`src/rtl/romulator_diagnostics_if.sv`:
```
// SPI link and RAM port of the ROMulator diagnostics block.
// master: host/system side (drives SPI, returns RAM read data).
// slave:  diagnostics block (answers SPI, drives the RAM port).
interface romulator_diagnostics_if;
  logic        diag_spi_cs;
  logic        spi_clk_in;
  logic        spi_miso;
  logic        diag_spi_out;
  logic [15:0] diag_ram_address;
  logic [7:0]  diag_ram_datain;
  logic        diag_ram_cs;
  logic        diag_ram_we;
  logic [7:0]  ram_dataout;

  modport master (
    output diag_spi_cs, spi_clk_in, spi_miso, ram_dataout,
    input  diag_spi_out, diag_ram_address, diag_ram_datain, diag_ram_cs, diag_ram_we
  );

  modport slave (
    input  diag_spi_cs, spi_clk_in, spi_miso, ram_dataout,
    output diag_spi_out, diag_ram_address, diag_ram_datain, diag_ram_cs, diag_ram_we
  );
endinterface

```
`src/rtl/romulator_diagnostics.sv`:
```
// ROMulator diagnostics: SPI mode-0 slave (MSB first, 8-bit frames) that can
// halt the CPU, stream RAM reads/writes, report status, set the VRAM window
// index and echo bytes. Replies to byte N are shifted out during byte N+1.
// Optional macro DIAG_VRAM_READ_EN enables the READ_VRAM (0x05) command;
// without it 0x05 is an unknown command and the VRAM read port is tied low.
module romulator_diagnostics (
  input  logic                   clk,
  input  logic                   reset,
  romulator_diagnostics_if.slave bus,
  input  logic [3:0]             configuration,
  input  logic [3:0]             out_flash_addr,
  input  logic [7:0]             vram_output,
  output logic                   halt,
  output logic [10:0]            vram_read_address,
  output logic                   vram_read_clock,
  output logic [3:0]             config_byte
);
  typedef enum logic [2:0] {
    ST_CMD, ST_ADDR_H, ST_ADDR_L, ST_STREAM, ST_SETCFG, ST_ECHO, ST_IGNORE
  } state_t;
  typedef enum logic [1:0] {M_RD_RAM, M_WR_RAM, M_RD_VRAM} mode_t;

  logic [1:0]  cs_sync_q, sck_sync_q, mosi_sync_q;
  logic        sck_prev_q;
  logic        armed_q;
  state_t      state_q;
  mode_t       mode_q;
  logic [2:0]  bit_cnt_q;
  logic [6:0]  shreg_q;
  logic [7:0]  tx_q, reply_q, addr_hi_q;
  logic        spi_out_q, halt_q;
  logic [3:0]  cfg_q;
  logic [15:0] ram_addr_q;
  logic [7:0]  ram_din_q;
  logic        ram_cs_q, ram_we_q;
  logic        rd_req_q, rd_lat_q, vsel_q, wr_first_q;
`ifdef DIAG_VRAM_READ_EN
  logic [10:0] vram_addr_q;
`endif

  logic       cs_n, sck_rise, sck_fall, active, byte_done;
  logic [7:0] rx_byte;

  assign cs_n      = cs_sync_q[1];
  assign sck_rise  = sck_sync_q[1] & ~sck_prev_q;
  assign sck_fall  = ~sck_sync_q[1] & sck_prev_q;
  // A transaction only counts once CS has been seen high since reset.
  assign active    = armed_q & ~cs_n;
  assign byte_done = active & sck_rise & (bit_cnt_q == 3'd7);
  assign rx_byte   = {shreg_q, mosi_sync_q[1]};

  assign bus.diag_spi_out     = spi_out_q;
  assign bus.diag_ram_address = ram_addr_q;
  assign bus.diag_ram_datain  = ram_din_q;
  assign bus.diag_ram_cs      = ram_cs_q;
  assign bus.diag_ram_we      = ram_we_q;
  assign halt                 = halt_q;
  assign config_byte          = cfg_q;
`ifdef DIAG_VRAM_READ_EN
  assign vram_read_address    = vram_addr_q;
  assign vram_read_clock      = clk;
`else
  assign vram_read_address    = '0;
  assign vram_read_clock      = 1'b0;
`endif

  // Two-flop synchronizers for the SPI pins plus SCK edge history; CS resets
  // low so a transaction already in progress at reset is not picked up.
  always_ff @(posedge clk) begin
    if (!reset) begin
      cs_sync_q   <= '0;
      sck_sync_q  <= '0;
      mosi_sync_q <= '0;
      sck_prev_q  <= 1'b0;
    end else begin
      cs_sync_q   <= {cs_sync_q[0], bus.diag_spi_cs};
      sck_sync_q  <= {sck_sync_q[0], bus.spi_clk_in};
      mosi_sync_q <= {mosi_sync_q[0], bus.spi_miso};
      sck_prev_q  <= sck_sync_q[1];
    end
  end

  // Protocol FSM: bit shifting, command decode, RAM/VRAM access and replies.
  always_ff @(posedge clk) begin
    if (!reset) begin
      armed_q    <= 1'b0;
      state_q    <= ST_CMD;
      mode_q     <= M_RD_RAM;
      bit_cnt_q  <= '0;
      shreg_q    <= '0;
      tx_q       <= '0;
      reply_q    <= '0;
      addr_hi_q  <= '0;
      spi_out_q  <= 1'b0;
      halt_q     <= 1'b0;
      cfg_q      <= '0;
      ram_addr_q <= '0;
      ram_din_q  <= '0;
      ram_cs_q   <= 1'b0;
      ram_we_q   <= 1'b0;
      rd_req_q   <= 1'b0;
      rd_lat_q   <= 1'b0;
      vsel_q     <= 1'b0;
      wr_first_q <= 1'b0;
`ifdef DIAG_VRAM_READ_EN
      vram_addr_q <= '0;
`endif
    end else begin
      // Access strobes are single-cycle; read data is captured two clocks
      // after the request (one for the address/cs, one for the memory).
      ram_cs_q <= 1'b0;
      ram_we_q <= 1'b0;
      rd_req_q <= 1'b0;
      rd_lat_q <= rd_req_q;
      if (rd_lat_q) reply_q <= vsel_q ? vram_output : bus.ram_dataout;
      if (cs_n) armed_q <= 1'b1;

      if (!active) begin
        state_q   <= ST_CMD;
        bit_cnt_q <= '0;
        tx_q      <= '0;
        reply_q   <= '0;
        spi_out_q <= 1'b0;
      end else begin
        if (sck_rise) begin
          bit_cnt_q <= bit_cnt_q + 3'd1;
          shreg_q   <= {shreg_q[5:0], mosi_sync_q[1]};
        end
        // First falling edge of a frame presents the pending reply's MSB.
        if (sck_fall) begin
          if (bit_cnt_q == 3'd0) begin
            spi_out_q <= reply_q[7];
            tx_q      <= {reply_q[6:0], 1'b0};
          end else begin
            spi_out_q <= tx_q[7];
            tx_q      <= {tx_q[6:0], 1'b0};
          end
        end
        if (byte_done) begin
          reply_q <= 8'h00;
          case (state_q)
            ST_CMD: begin
              state_q <= ST_IGNORE;
              case (rx_byte)
                8'h01: halt_q <= 1'b1;
                8'h02: halt_q <= 1'b0;
                8'h03: begin mode_q <= M_RD_RAM; state_q <= ST_ADDR_H; end
                8'h04: begin mode_q <= M_WR_RAM; state_q <= ST_ADDR_H; end
`ifdef DIAG_VRAM_READ_EN
                8'h05: begin mode_q <= M_RD_VRAM; state_q <= ST_ADDR_H; end
`endif
                8'h06: reply_q <= {out_flash_addr, configuration};
                8'h07: state_q <= ST_SETCFG;
                8'h08: state_q <= ST_ECHO;
                default: ;
              endcase
            end
            ST_ADDR_H: begin
              addr_hi_q <= rx_byte;
              state_q   <= ST_ADDR_L;
            end
            ST_ADDR_L: begin
              state_q    <= ST_STREAM;
              wr_first_q <= 1'b1;
              case (mode_q)
                M_RD_RAM: if (halt_q) begin
                  ram_addr_q <= {addr_hi_q, rx_byte};
                  ram_cs_q   <= 1'b1;
                  rd_req_q   <= 1'b1;
                  vsel_q     <= 1'b0;
                end
                M_WR_RAM: if (halt_q) ram_addr_q <= {addr_hi_q, rx_byte};
`ifdef DIAG_VRAM_READ_EN
                M_RD_VRAM: begin
                  vram_addr_q <= {addr_hi_q[2:0], rx_byte};
                  rd_req_q    <= 1'b1;
                  vsel_q      <= 1'b1;
                end
`endif
                default: ;
              endcase
            end
            ST_STREAM: begin
              case (mode_q)
                M_RD_RAM: if (halt_q) begin
                  ram_addr_q <= ram_addr_q + 16'd1;
                  ram_cs_q   <= 1'b1;
                  rd_req_q   <= 1'b1;
                  vsel_q     <= 1'b0;
                end
                // The first data byte goes to the loaded address, later ones
                // advance the pointer in the same cycle as the strobe.
                M_WR_RAM: if (halt_q) begin
                  ram_din_q  <= rx_byte;
                  ram_cs_q   <= 1'b1;
                  ram_we_q   <= 1'b1;
                  wr_first_q <= 1'b0;
                  if (!wr_first_q) ram_addr_q <= ram_addr_q + 16'd1;
                end
`ifdef DIAG_VRAM_READ_EN
                M_RD_VRAM: begin
                  vram_addr_q <= vram_addr_q + 11'd1;
                  rd_req_q    <= 1'b1;
                  vsel_q      <= 1'b1;
                end
`endif
                default: ;
              endcase
            end
            ST_SETCFG: begin
              cfg_q   <= rx_byte[3:0];
              state_q <= ST_IGNORE;
            end
            ST_ECHO: reply_q <= rx_byte;
            default: ;
          endcase
        end
      end
    end
  end
endmodule

```
`src/flat_wrapper.sv`:
```
// flat-port wrapper written by rule: the top's interface ports become plain ports
module romulator_diagnostics_flat 
  (clk, reset, configuration, out_flash_addr, vram_output, halt, vram_read_address, vram_read_clock, config_byte, bus_diag_spi_cs, bus_spi_clk_in, bus_spi_miso, bus_ram_dataout, bus_diag_spi_out, bus_diag_ram_address, bus_diag_ram_datain, bus_diag_ram_cs, bus_diag_ram_we);
  romulator_diagnostics_if bus_i ();
  input  logic clk;
  input  logic reset;
  input  logic [3:0] configuration;
  input  logic [3:0] out_flash_addr;
  input  logic [7:0] vram_output;
  output logic halt;
  output logic [10:0] vram_read_address;
  output logic vram_read_clock;
  output logic [3:0] config_byte;
  input wire logic [$bits(bus_i.diag_spi_cs)-1:0] bus_diag_spi_cs;
  input wire logic [$bits(bus_i.spi_clk_in)-1:0] bus_spi_clk_in;
  input wire logic [$bits(bus_i.spi_miso)-1:0] bus_spi_miso;
  input wire logic [$bits(bus_i.ram_dataout)-1:0] bus_ram_dataout;
  output wire logic [$bits(bus_i.diag_spi_out)-1:0] bus_diag_spi_out;
  output wire logic [$bits(bus_i.diag_ram_address)-1:0] bus_diag_ram_address;
  output wire logic [$bits(bus_i.diag_ram_datain)-1:0] bus_diag_ram_datain;
  output wire logic [$bits(bus_i.diag_ram_cs)-1:0] bus_diag_ram_cs;
  output wire logic [$bits(bus_i.diag_ram_we)-1:0] bus_diag_ram_we;
  assign bus_i.diag_spi_cs = bus_diag_spi_cs;
  assign bus_i.spi_clk_in = bus_spi_clk_in;
  assign bus_i.spi_miso = bus_spi_miso;
  assign bus_i.ram_dataout = bus_ram_dataout;
  assign bus_diag_spi_out = bus_i.diag_spi_out;
  assign bus_diag_ram_address = bus_i.diag_ram_address;
  assign bus_diag_ram_datain = bus_i.diag_ram_datain;
  assign bus_diag_ram_cs = bus_i.diag_ram_cs;
  assign bus_diag_ram_we = bus_i.diag_ram_we;
  romulator_diagnostics u_core (.clk(clk), .reset(reset), .bus(bus_i), .configuration(configuration), .out_flash_addr(out_flash_addr), .vram_output(vram_output), .halt(halt), .vram_read_address(vram_read_address), .vram_read_clock(vram_read_clock), .config_byte(config_byte));
endmodule
```
`config.mk`:
```
export PLATFORM = sky130hd
export DESIGN_NAME = romulator_diagnostics_flat
export DESIGN_NICKNAME = d
export VERILOG_FILES = /design/src/rtl/romulator_diagnostics_if.sv /design/src/rtl/romulator_diagnostics.sv /design/src/flat_wrapper.sv
export SDC_FILE = /design/constraint.sdc
export NUM_CORES = 1
export LEC_CHECK = 0
export BUFFER_PORTS_ARGS = -buffer_cell sky130_fd_sc_hd__buf_4
export CAP_MARGIN = 20
export CORE_MARGIN = 2
export CORE_UTILIZATION = 50
export DETAILED_ROUTE_END_ITERATION = 12
export GPL_TIMING_DRIVEN = 0
export PLACE_DENSITY = 0.73
export SYNTH_ARGS = -nofsm -noshare
export SYNTH_HDL_FRONTEND = slang
export SYNTH_SLANG_ARGS = --single-unit
```
`constraint.sdc`:
```
create_clock -name clk -period 2.9 [get_ports clk]
set_input_delay 0.58 -clock clk [delete_from_list [all_inputs] [get_ports clk]]
set_output_delay 0.58 -clock clk [all_outputs]
set_load 0.02 [all_outputs]
```
Word-level counts from Yosys, hierarchy flattened:

Cells that the tools add are included.

* equal/unequal tests: 22
* add/subtract/negate cells: 2
* reduce and logical (&&, ||, !) cells: 24
* bitwise operators: 8
* muxes and demuxes: 24

Operator list (number)
* 16-bit 2-to-1 mux: 5
* 16-bit case mux with 2 select lines: 2
* 8-bit 2-to-1 mux: 4
* 8-bit by 3-bit equality test with 1-bit output (second input constant): 3
* 16-bit by 1-bit adder with 16-bit output (second input constant): 1
* 8-bit by 2-bit equality test with 1-bit output (second input constant): 2
* 8-bit case mux with 2 select lines: 1
* 5-bit AND reduction: 3
* 3-bit case mux with 4 select lines: 1
* 4-bit AND reduction: 3
* 3-bit equality test (second input constant): 3
* 3-bit by 2-bit inequality test with 1-bit output (second input constant): 3
* 3-bit case mux with 3 select lines: 1
* 3-bit AND reduction: 3
* 9-bit AND reduction: 1
* 8-bit by 1-bit equality test with 1-bit output (second input constant): 1
* 8-bit by 4-bit equality test with 1-bit output (second input constant): 1
* 2-bit nonzero test: 4
* 3-bit by 2-bit equality test with 1-bit output (second input constant): 2
* 3-bit logical NOT: 2
* 1-bit 2-to-1 mux: 6
* 2-bit by 1-bit inequality test with 1-bit output (second input constant): 3
* 1-bit case mux with 2 select lines: 3
* 2-bit AND reduction: 3
* other kinds (11): 19

* word-level logic and storage cells: 102
* register bits after elaboration: 82
* output and inout bits: 44

Logic depth before layout (Yosys ltp):

Gate-level depths: netlist (run 1).

* depth in word-level cells: 5
* depth in mapped cells: 8
* gate-level depth less buffers: 6

Worst setup path before layout (run 1):

Ideal clock, no wire load.

* path kind: register to register
* start: register u_core.bit_cnt_q[1]
* end: register u_core.ram_addr_q[10], in the netlist u_core.bus.diag_ram_address[10]
* buffers on the path: 2
* required time: 2774 ps
* arrival time: 1843 ps
* slack: 931 ps
* cell stages (with the launch flop): 9
* path through: dfxtp_1 ha_1 ha_1 nand4b_1 or3_1 clkbuf_1 clkbuf_1 o211ai_1 o21ai_0

* word-level cells in the longest chain between the ends: 3

Ends and longest elaborated chain
* start: declaration: line romulator_diagnostics.sv:28 `logic [2:0] bit_cnt_q;`
* start signal: assignment: line romulator_diagnostics.sv:126 `bit_cnt_q <= bit_cnt_q + 3'd1;`
* 3-bit equality test: line romulator_diagnostics.sv:49 `assign byte_done = active & sck_rise & (bit_cnt_q == 3'd7);`
* 1-bit AND: line romulator_diagnostics.sv:49
* 9-bit AND reduction (no line)
* end signal: assignment: line romulator_diagnostics.sv:167 `ram_addr_q <= {addr_hi_q, rx_byte};`
* end signal: assignment: line romulator_diagnostics.sv:172 `M_WR_RAM: if (halt_q) ram_addr_q <= {addr_hi_q, rx_byte};`
* end signal: assignment: line romulator_diagnostics.sv:186 `ram_addr_q <= ram_addr_q + 16'd1;`
* end: declaration: line romulator_diagnostics.sv:33 `logic [15:0] ram_addr_q;`

No other way between the ends.
A chain may end at the register's enable or synchronous reset.

Worst setup path after layout (run 1):

* start: register u_core.bit_cnt_q[1]
* end: register u_core.ram_addr_q[11], in the netlist u_core.bus.diag_ram_address[11]

Same word-level chain as after synthesis.

==> results of run 1 <==
-- cell type report --
cell class | count | area, um2
Multi-Input combinational cell | 310 | 2000
Tap cell | 99 | 124
Inverter | 6 | 22.5
Clock inverter | 6 | 91.3
Fill cell | 651 | 2740
Clock buffer | 10 | 138
Buffer | 46 | 228
Timing Repair Buffer | 51 | 383
Sequential cell | 80 | 1600
-- worst register-to-register path: stages, from the launching register on --
cell and delay, ns:
dfxtp_1 0.36, ha_1 0.15, ha_1 0.29, nand4b_1 0.24, nor3_1 0.87, nand2_1 0.42, o221ai_1 0.29
-- final timing paths --
check	depth (start not counted)	slack, ns	from	end
hold reg to reg	1	0.44	u_core.sck_sync_q[0]	u_core.sck_sync_q[1]
hold / removal	2	0.43	bus_diag_spi_cs	u_core.cs_sync_q[0]
setup / recovery	6	0.20	u_core.bit_cnt_q[1]	u_core.bus.diag_ram_address[11]
setup reg to reg	6	0.20	u_core.bit_cnt_q[1]	u_core.bus.diag_ram_address[11]
-- layer usage --
layer	share of wire	up-vias
li1	-	1687
met1	0.45	1609
met2	0.45	135
met3	0.080	20
met4	0.027	0
met5	0	-
-- state kept, by name, summed over array words and instances, names as in the netlist, 2 cells and up --
| signal | cells |
|---|---|
| u_core.addr_hi_q | 8 |
| u_core.bit_cnt_q | 3 |
| u_core.bus.diag_ram_address | 16 |
| u_core.bus.diag_ram_datain | 8 |
| u_core.config_byte | 4 |
| u_core.cs_sync_q | 2 |
| u_core.mosi_sync_q | 2 |
| u_core.reply_q | 8 |
| u_core.sck_sync_q | 2 |
| u_core.shreg_q | 7 |
| u_core.state_q | 3 |
| u_core.tx_q | 7 |
-- cell families (layout without fill, tap and decap cells) --
kind of cell,count (synthesis),after routing,synth area share
other,1,12,0.000984
buffers and inverters,52,119,0.0657
muxes,39,39,0.103
xor gates and xnor gates,2,2,0.00460
DFF,80,80,0.420
and+or+nand+nor,158,158,0.222
adders and majority gates,4,4,0.0131
AOI/OAI and AO/OA,95,95,0.170
-- report_power, final --
part	internal, mW	switching (mW)	leakage, nW
clock network	0.513	0.428	0.117
logic	0.0369	0.0503	1.08
registers	1.10	0.00347	0.646
-- placed cells by master (no fill, tap or decap), drive strengths merged, types with 4 or more instances in the layout --
| cell type | n |
|---|---|
| a211oi | 17 |
| a21oi | 23 |
| a221oi | 8 |
| a31oi | 5 |
| and2 | 16 |
| and3 | 4 |
| and4 | 4 |
| buf | 68 |
| clkbuf | 39 |
| conb | 12 |
| dfxtp | 80 |
| ha | 4 |
| inv | 7 |
| mux2i | 37 |
| nand2 | 39 |
| nand3 | 8 |
| nand4 | 6 |
| nor2 | 45 |
| nor3 | 4 |
| nor4 | 6 |
| o211ai | 5 |
| o21ai | 12 |
| o22ai | 5 |
| o31a | 4 |
-- through the flow --
step                cells   util  area [um2]  hold slack (ns)  setup WS, ns
CTS                   608  0.626        4590            0.423         0.218
global placement      592  0.595        4360            0.415         0.293
detailed placement    592  0.595        4360            0.419         0.250
finish                608  0.626        4590            0.426         0.205
global route          608  0.626        4590            0.415        0.0117
floorplan             442      -        3850            0.412         0.931
==> summary.md, run 1 <==
| Metric | Value |
|---|---|
| Status | `completed` |
| Clock Skews | `roughly 0.010 ns` |
| Crit path max-delay family | `simple AND/OR/NAND/NOR gates` |
| Drt total wl | `approximately 9600 um` |
| Pwr Density | `~470 mW/mm2` |
| Required time of the worst setup path | `~3.2 ns` |
| Total core area | `about 0.0073 mm2` |
| Cell mode on critical path | `ha_1` |
| Count of clock tree sinks | `80` |
| Hold Violations, Final | `0` |
| Cell taking the most area after synthesis | `dfxtp_1` |
| Area Overhead vs Synth | `20.4%` |
| Crit Path Category | `reg -> reg` |
| Iter 0 DRT Violations | `around 280` |
| GRT overflow | `0` |
| CTS tree | `yes` |
| Row cnt | `31` |
| EDFF count, synth | `0` |
| Initial antenna violation count | `0` |
| Cts bufs inserted | `9` |
| Antenna diodes | `0` |
| Slowest CP cell | `nor3_1` |
| Top post-synthesis cells by area | `dfxtp_1 (42%), mux2i_1 (9.7%), nor2_1 (4.4%), nand2_1 (3.8%), a211oi_1 (3.3%)` |
| Initial Util | `0.520` |
| Critical Path Start Type | `flop` |
| First-pass GRT wire length | `between 15000 and 20000 um` |
| Finish-stage setup viols | `0` |
| Setup TNS | `0 ns` |
| M1 GR Usage | `0.320` |
| Root Buffer | `clkbuf_8` |
| Ys flop type | `dfxtp_1` |
| Count leader, synth | `dfxtp_1` |
| Layout cells sized above 1 | `0.185` |
| Sequential share of the synthesized area | `0.420` |
| Minimum clock period after layout | `around 2.7 ns` |
| GR Layer Usage met3 | `0.0573` |
| TritonRoute pass-1 iters | `7` |
| Buf/Inv on CP | `0` |
| I/O pins | `73` |
| Synth Cell Area | `approximately 0.0038 mm2` |
| Average size of a mapped cell | `approximately 8.8 um2` |
| Register clock-pin slew on the reported worst setup and hold paths | `0.08 ns` |
| P_leak | `approximately 1.8 nW` |
| Number of max-cap violations | `0` |
| Die height | `between 90 and 100 um` |
| Nets | `between 500 and 600` |
| Cts hold-fix bufs | `0` |
| Max Fclk | `between 300 and 400 MHz` |
| Mapped Cells | `around 430` |
| Max Root-Sink Buffers | `2` |
| Synth cell types | `60` |
| Residual DRC count | `0` |
| Synth async-reset ratio | `0` |
| Unrepaired setup endpoints after global routing | `false` |
| Crit. End Element | `flop` |
| M2 GR Usage | `0.378` |
| Number of setup buffers added after CTS | `0` |
| Post-DR wirelength/cell | `between 15 and 20 um` |
| Via count | `approximately 3500` |
| Crit path cell chain | `ha_1, ha_1, nand4b_1, nor3_1, nand2_1, o221ai_1` |
| WP data arrival | `around 3.0 ns` |
| Top-area cell type share of the netlist area | `0.420` |
| PnR Total Power | `2.13 mW` |
| Synthesized flop and latch total | `80` |
| Post-route ant nets | `0` |
| Worst VDD drop | `about 0.00027 V` |
| Via density per instance | `~5.7` |
| Insertion delay to the later sink of the worst-skew pair | `between 0.3 and 0.4 ns` |
| Yosys warns | `0` |
| Die area | `~0.0083 mm2` |
| Final period utilization | `0.929` |
| Vias in the first global route | `around 3300` |
| Slew @ Worst Pin | `about 1.0 ns` |
| Largest net degree at the start of global routing | `15` |
| HPWL after DPL | `6590 um` |
| Busiest layer in global routing | `met2` |
| Max Transition Viols Final | `0` |
| Slew margin rel. | `0.320` |
| H-tree depth | `3` |
| Hold Crit Class | `in -> reg` |
| Port Buffer Count | `51` |
| GRT Total Usage | `0.243` |
| Critical path fanouts, max | `9` |
| Synth cell count leaders | `dfxtp_1 (80), nor2_1 (45), nand2_1 (39), mux2i_1 (37), clkbuf_1 (28)` |
| Die W | `91.3 um` |
| Final GP Congestion | `a little under 0.9` |
| Slowest stage delay, CP | `just under 0.9 ns` |
| Post-cts sizing count | `0` |
Power figures use the tool's default switching activity.
==> inputs of run 2 (changes only) <==
Settings changed: PLACE_DENSITY 0.73 to 0.76.
Clock period 2.9 ns to 2.3 ns, I/O delays scaled along.
==> summary.md, run 2 (same netlist as run 1, synthesis figures left out) <==
| Metric | Value |
|---|---|
| Status | `completed` |
| Post-DR wirelength/cell | `16.1 um (+1.8%)` |
| Cts bufs inserted | `9 (unchanged)` |
| Port Buffer Count | `51 (unchanged)` |
| Row cnt | `31 (unchanged)` |
| Cts hold-fix bufs | `0 (unchanged)` |
| Final GP Congestion | `0.914 (+5.8%)` |
| Root Buffer | `clkbuf_8` |
| Comb power frac | `0.039 (-0.002)` |
| Slew margin rel. | `0.588 (+0.268)` |
| Pwr Density | `602 mW/mm2 (+29%)` |
| Finish-stage setup viols | `0 (unchanged)` |
| Critical hold path startpoint | `bus_diag_spi_cs` |
| Max Transition Viols Final | `0 (unchanged)` |
| Count of clock tree sinks | `80 (unchanged)` |
| Max Fclk | `470 MHz (+27%)` |
| Post-route ant nets | `0 (unchanged)` |
| Commonest non-fill, non-tap cell in the layout | `dfxtp_1` |
| GRT Total Usage | `0.239 (-0.00347)` |
| Max Root-Sink Buffers | `2 (unchanged)` |
| Clk pwr share | `0.461 (+0.020)` |
| I/O pins | `73 (unchanged)` |
| Initial Util | `0.520 (unchanged)` |
| Slowest stage delay, CP | `0.63 ns (-0.24 ns)` |
| Layout cells sized above 1 | `0.196 (+0.0114)` |
| Antenna diodes | `0 (unchanged)` |
| Iter 0 DRT Violations | `311 (+9.9%)` |
| Slew @ Worst Pin | `0.618 ns (-0.395 ns)` |
| First-pass GRT wire length | `15900 um (-2.0%)` |
| Crit Path Category | `reg -> reg` |
| P_leak | `1.87 nW (+1.6%)` |
| Number of max-cap violations | `0 (unchanged)` |
| TritonRoute pass-1 iters | `5 (-2)` |
| Commonest cells after routing, fill and taps aside | `dfxtp_1 (80), buf_4 (65), nor2_1 (45), nand2_1 (39), mux2i_1 (37)` |
| Seq pwr share | `0.499 (-0.019)` |
| Initial antenna violation count | `0 (unchanged)` |
| Vias in the first global route | `3241 (-2.8%)` |
| Sw Share | `0.223 (-0.00284)` |
| Residual DRC count | `0 (unchanged)` |
| Critical path launch point | `u_core.bit_cnt_q[1]` |
| WP data arrival | `2.40 ns (-0.58 ns)` |
| Die height | `91.3 um (unchanged)` |
| Nets | `538 (+0.19%)` |
| Hold Violations, Final | `0 (unchanged)` |
| Worst VDD drop | `0.000362 V (+35%)` |
| Required time of the worst setup path | `2.57 ns (-0.61 ns)` |
| H-tree depth | `3 (unchanged)` |
| Clock Skews | `0.00943 ns (-0.000598 ns)` |
| Switch Pwr | `0.623 mW (+29%)` |
| Drt total wl | `9780 um (+2.0%)` |
| Area Overhead vs Synth | `21.8%` |
| Critical path fanouts, max | `8 (-1)` |
| Pint | `2.17 mW (+31%)` |
| Reg-to-Reg Start | `u_core.bit_cnt_q[1]` |
| Insertion delay to the later sink of the worst-skew pair | `0.35 ns (about the same)` |
| HPWL after DPL | `6760 um (+2.5%)` |
| R2R cell count | `6 (unchanged)` |
| GRT overflow | `0 (unchanged)` |
| Minimum clock period after layout | `2.13 ns (-0.567 ns)` |
| Die W | `91.3 um (unchanged)` |
| Total core area | `0.00733 mm2 (unchanged)` |
| Max reg flops | `16 (unchanged)` |
| CTS tree | `yes` |
| Crit. End Element | `flop` |
| Hold Crit Class | `in -> reg` |
| PnR Total Power | `2.79 mW (+31%)` |
| Via count | `3511 (+1.7%)` |
| Fillers | `634 (-2.6%)` |
| Setup TNS | `0 ns (unchanged)` |
| Via density per instance | `5.77 (+1.6%)` |
| Die area | `0.00834 mm2 (unchanged)` |
| Final period utilization | `0.925 (-0.00415)` |
| Largest net degree at the start of global routing | `16 (+1)` |
| Crit path cell chain | `ha_1, ha_2, or4b_2, nor4_2, a21oi_1, a211oi_1` |
| Final core utilization | `0.633 (+0.00751)` |
| Register clock-pin slew on the reported worst setup and hold paths | `0.09 ns (about the same)` |
| Slowest CP cell | `or4b_2` |
| Critical Path Start Type | `flop` |
| Worst hold path stage count | `2 (unchanged)` |
-- run 2: cell count changes in the layout (fill, tap and decap cells not counted), sizes merged --
cell      previous run  this run
buf                 68        71
clkbuf              39        36
clkinv               3         1
bufinv               2         3
clkinvlp             0         1
inv                  7         8
-- run 2: what timing repair did --
item,CTS,global route
pin swaps,0,2
buffers inserted,0,2
endpoints found under the setup margin,14,21
resized for setup,3,5
-- run 2: worst max-delay path: cells and delay by family (launching register included) --
family          cells  cell delay, ns
compound gates      2            0.30
fa+ha+maj           2            0.40
flops               1            0.35
simple gates        2            0.98
-- run 2: layout make-up --
class	count	area [um2]	area share
multi-input cells	310	2020	0.435
flip-flops and latches	80	1600	0.345
repair buffers	53	398	0.0857
plain buffers	45	226	0.0488
clock inverters	7	126	0.0272
clock buffers	9	124	0.0267
well taps	99	124	0.0267
inverters	6	22.5	0.00485
-- run 2: metal layers --
metal	track usage	wire length, um	vias to the layer above
met1	0.310	4310	1645
li1	-	-	1693
met4	0.101	184	0
met3	0.0548	794	17
met2	0.383	4490	156
met5	0	0	-
-- run 2: final timing paths --
path                                              to  slack, ns
worst max-delay path                u_core.mode_q[0]       0.17
worst min-delay path             u_core.cs_sync_q[0]       0.31
worst max register to register      u_core.mode_q[0]       0.17
worst min register to register  u_core.sck_sync_q[1]       0.44
-- run 2: through the flow --
| stage | hold slack, ns | worst slack (ns) | instance area [um2] | std cells |
|---|---|---|---|---|
| after floorplan | 0.412 | 0.331 | 3850 | 442 |
| after global placement | 0.415 | -0.299 | 4360 | 592 |
| after detailed placement | 0.420 | -0.345 | 4360 | 592 |
| after CTS | 0.302 | 0.0294 | 4620 | 608 |
| after global routing | 0.300 | -0.00581 | 4640 | 609 |
| final | 0.313 | 0.172 | 4640 | 609 |
-- run 2: power groups by stage --
stage / logic [mW] / registers (mW) / clock network, mW
5_1_grt: 0.118 / 1.40 / 1.36
3_3_place_gp: 0.107 / 1.43 / 0
2_1_floorplan: 0.0669 / 1.43 / 0
6_report: 0.110 / 1.39 / 1.29
4_1_cts: 0.109 / 1.39 / 1.30
3_5_place_dp: 0.108 / 1.43 / 0
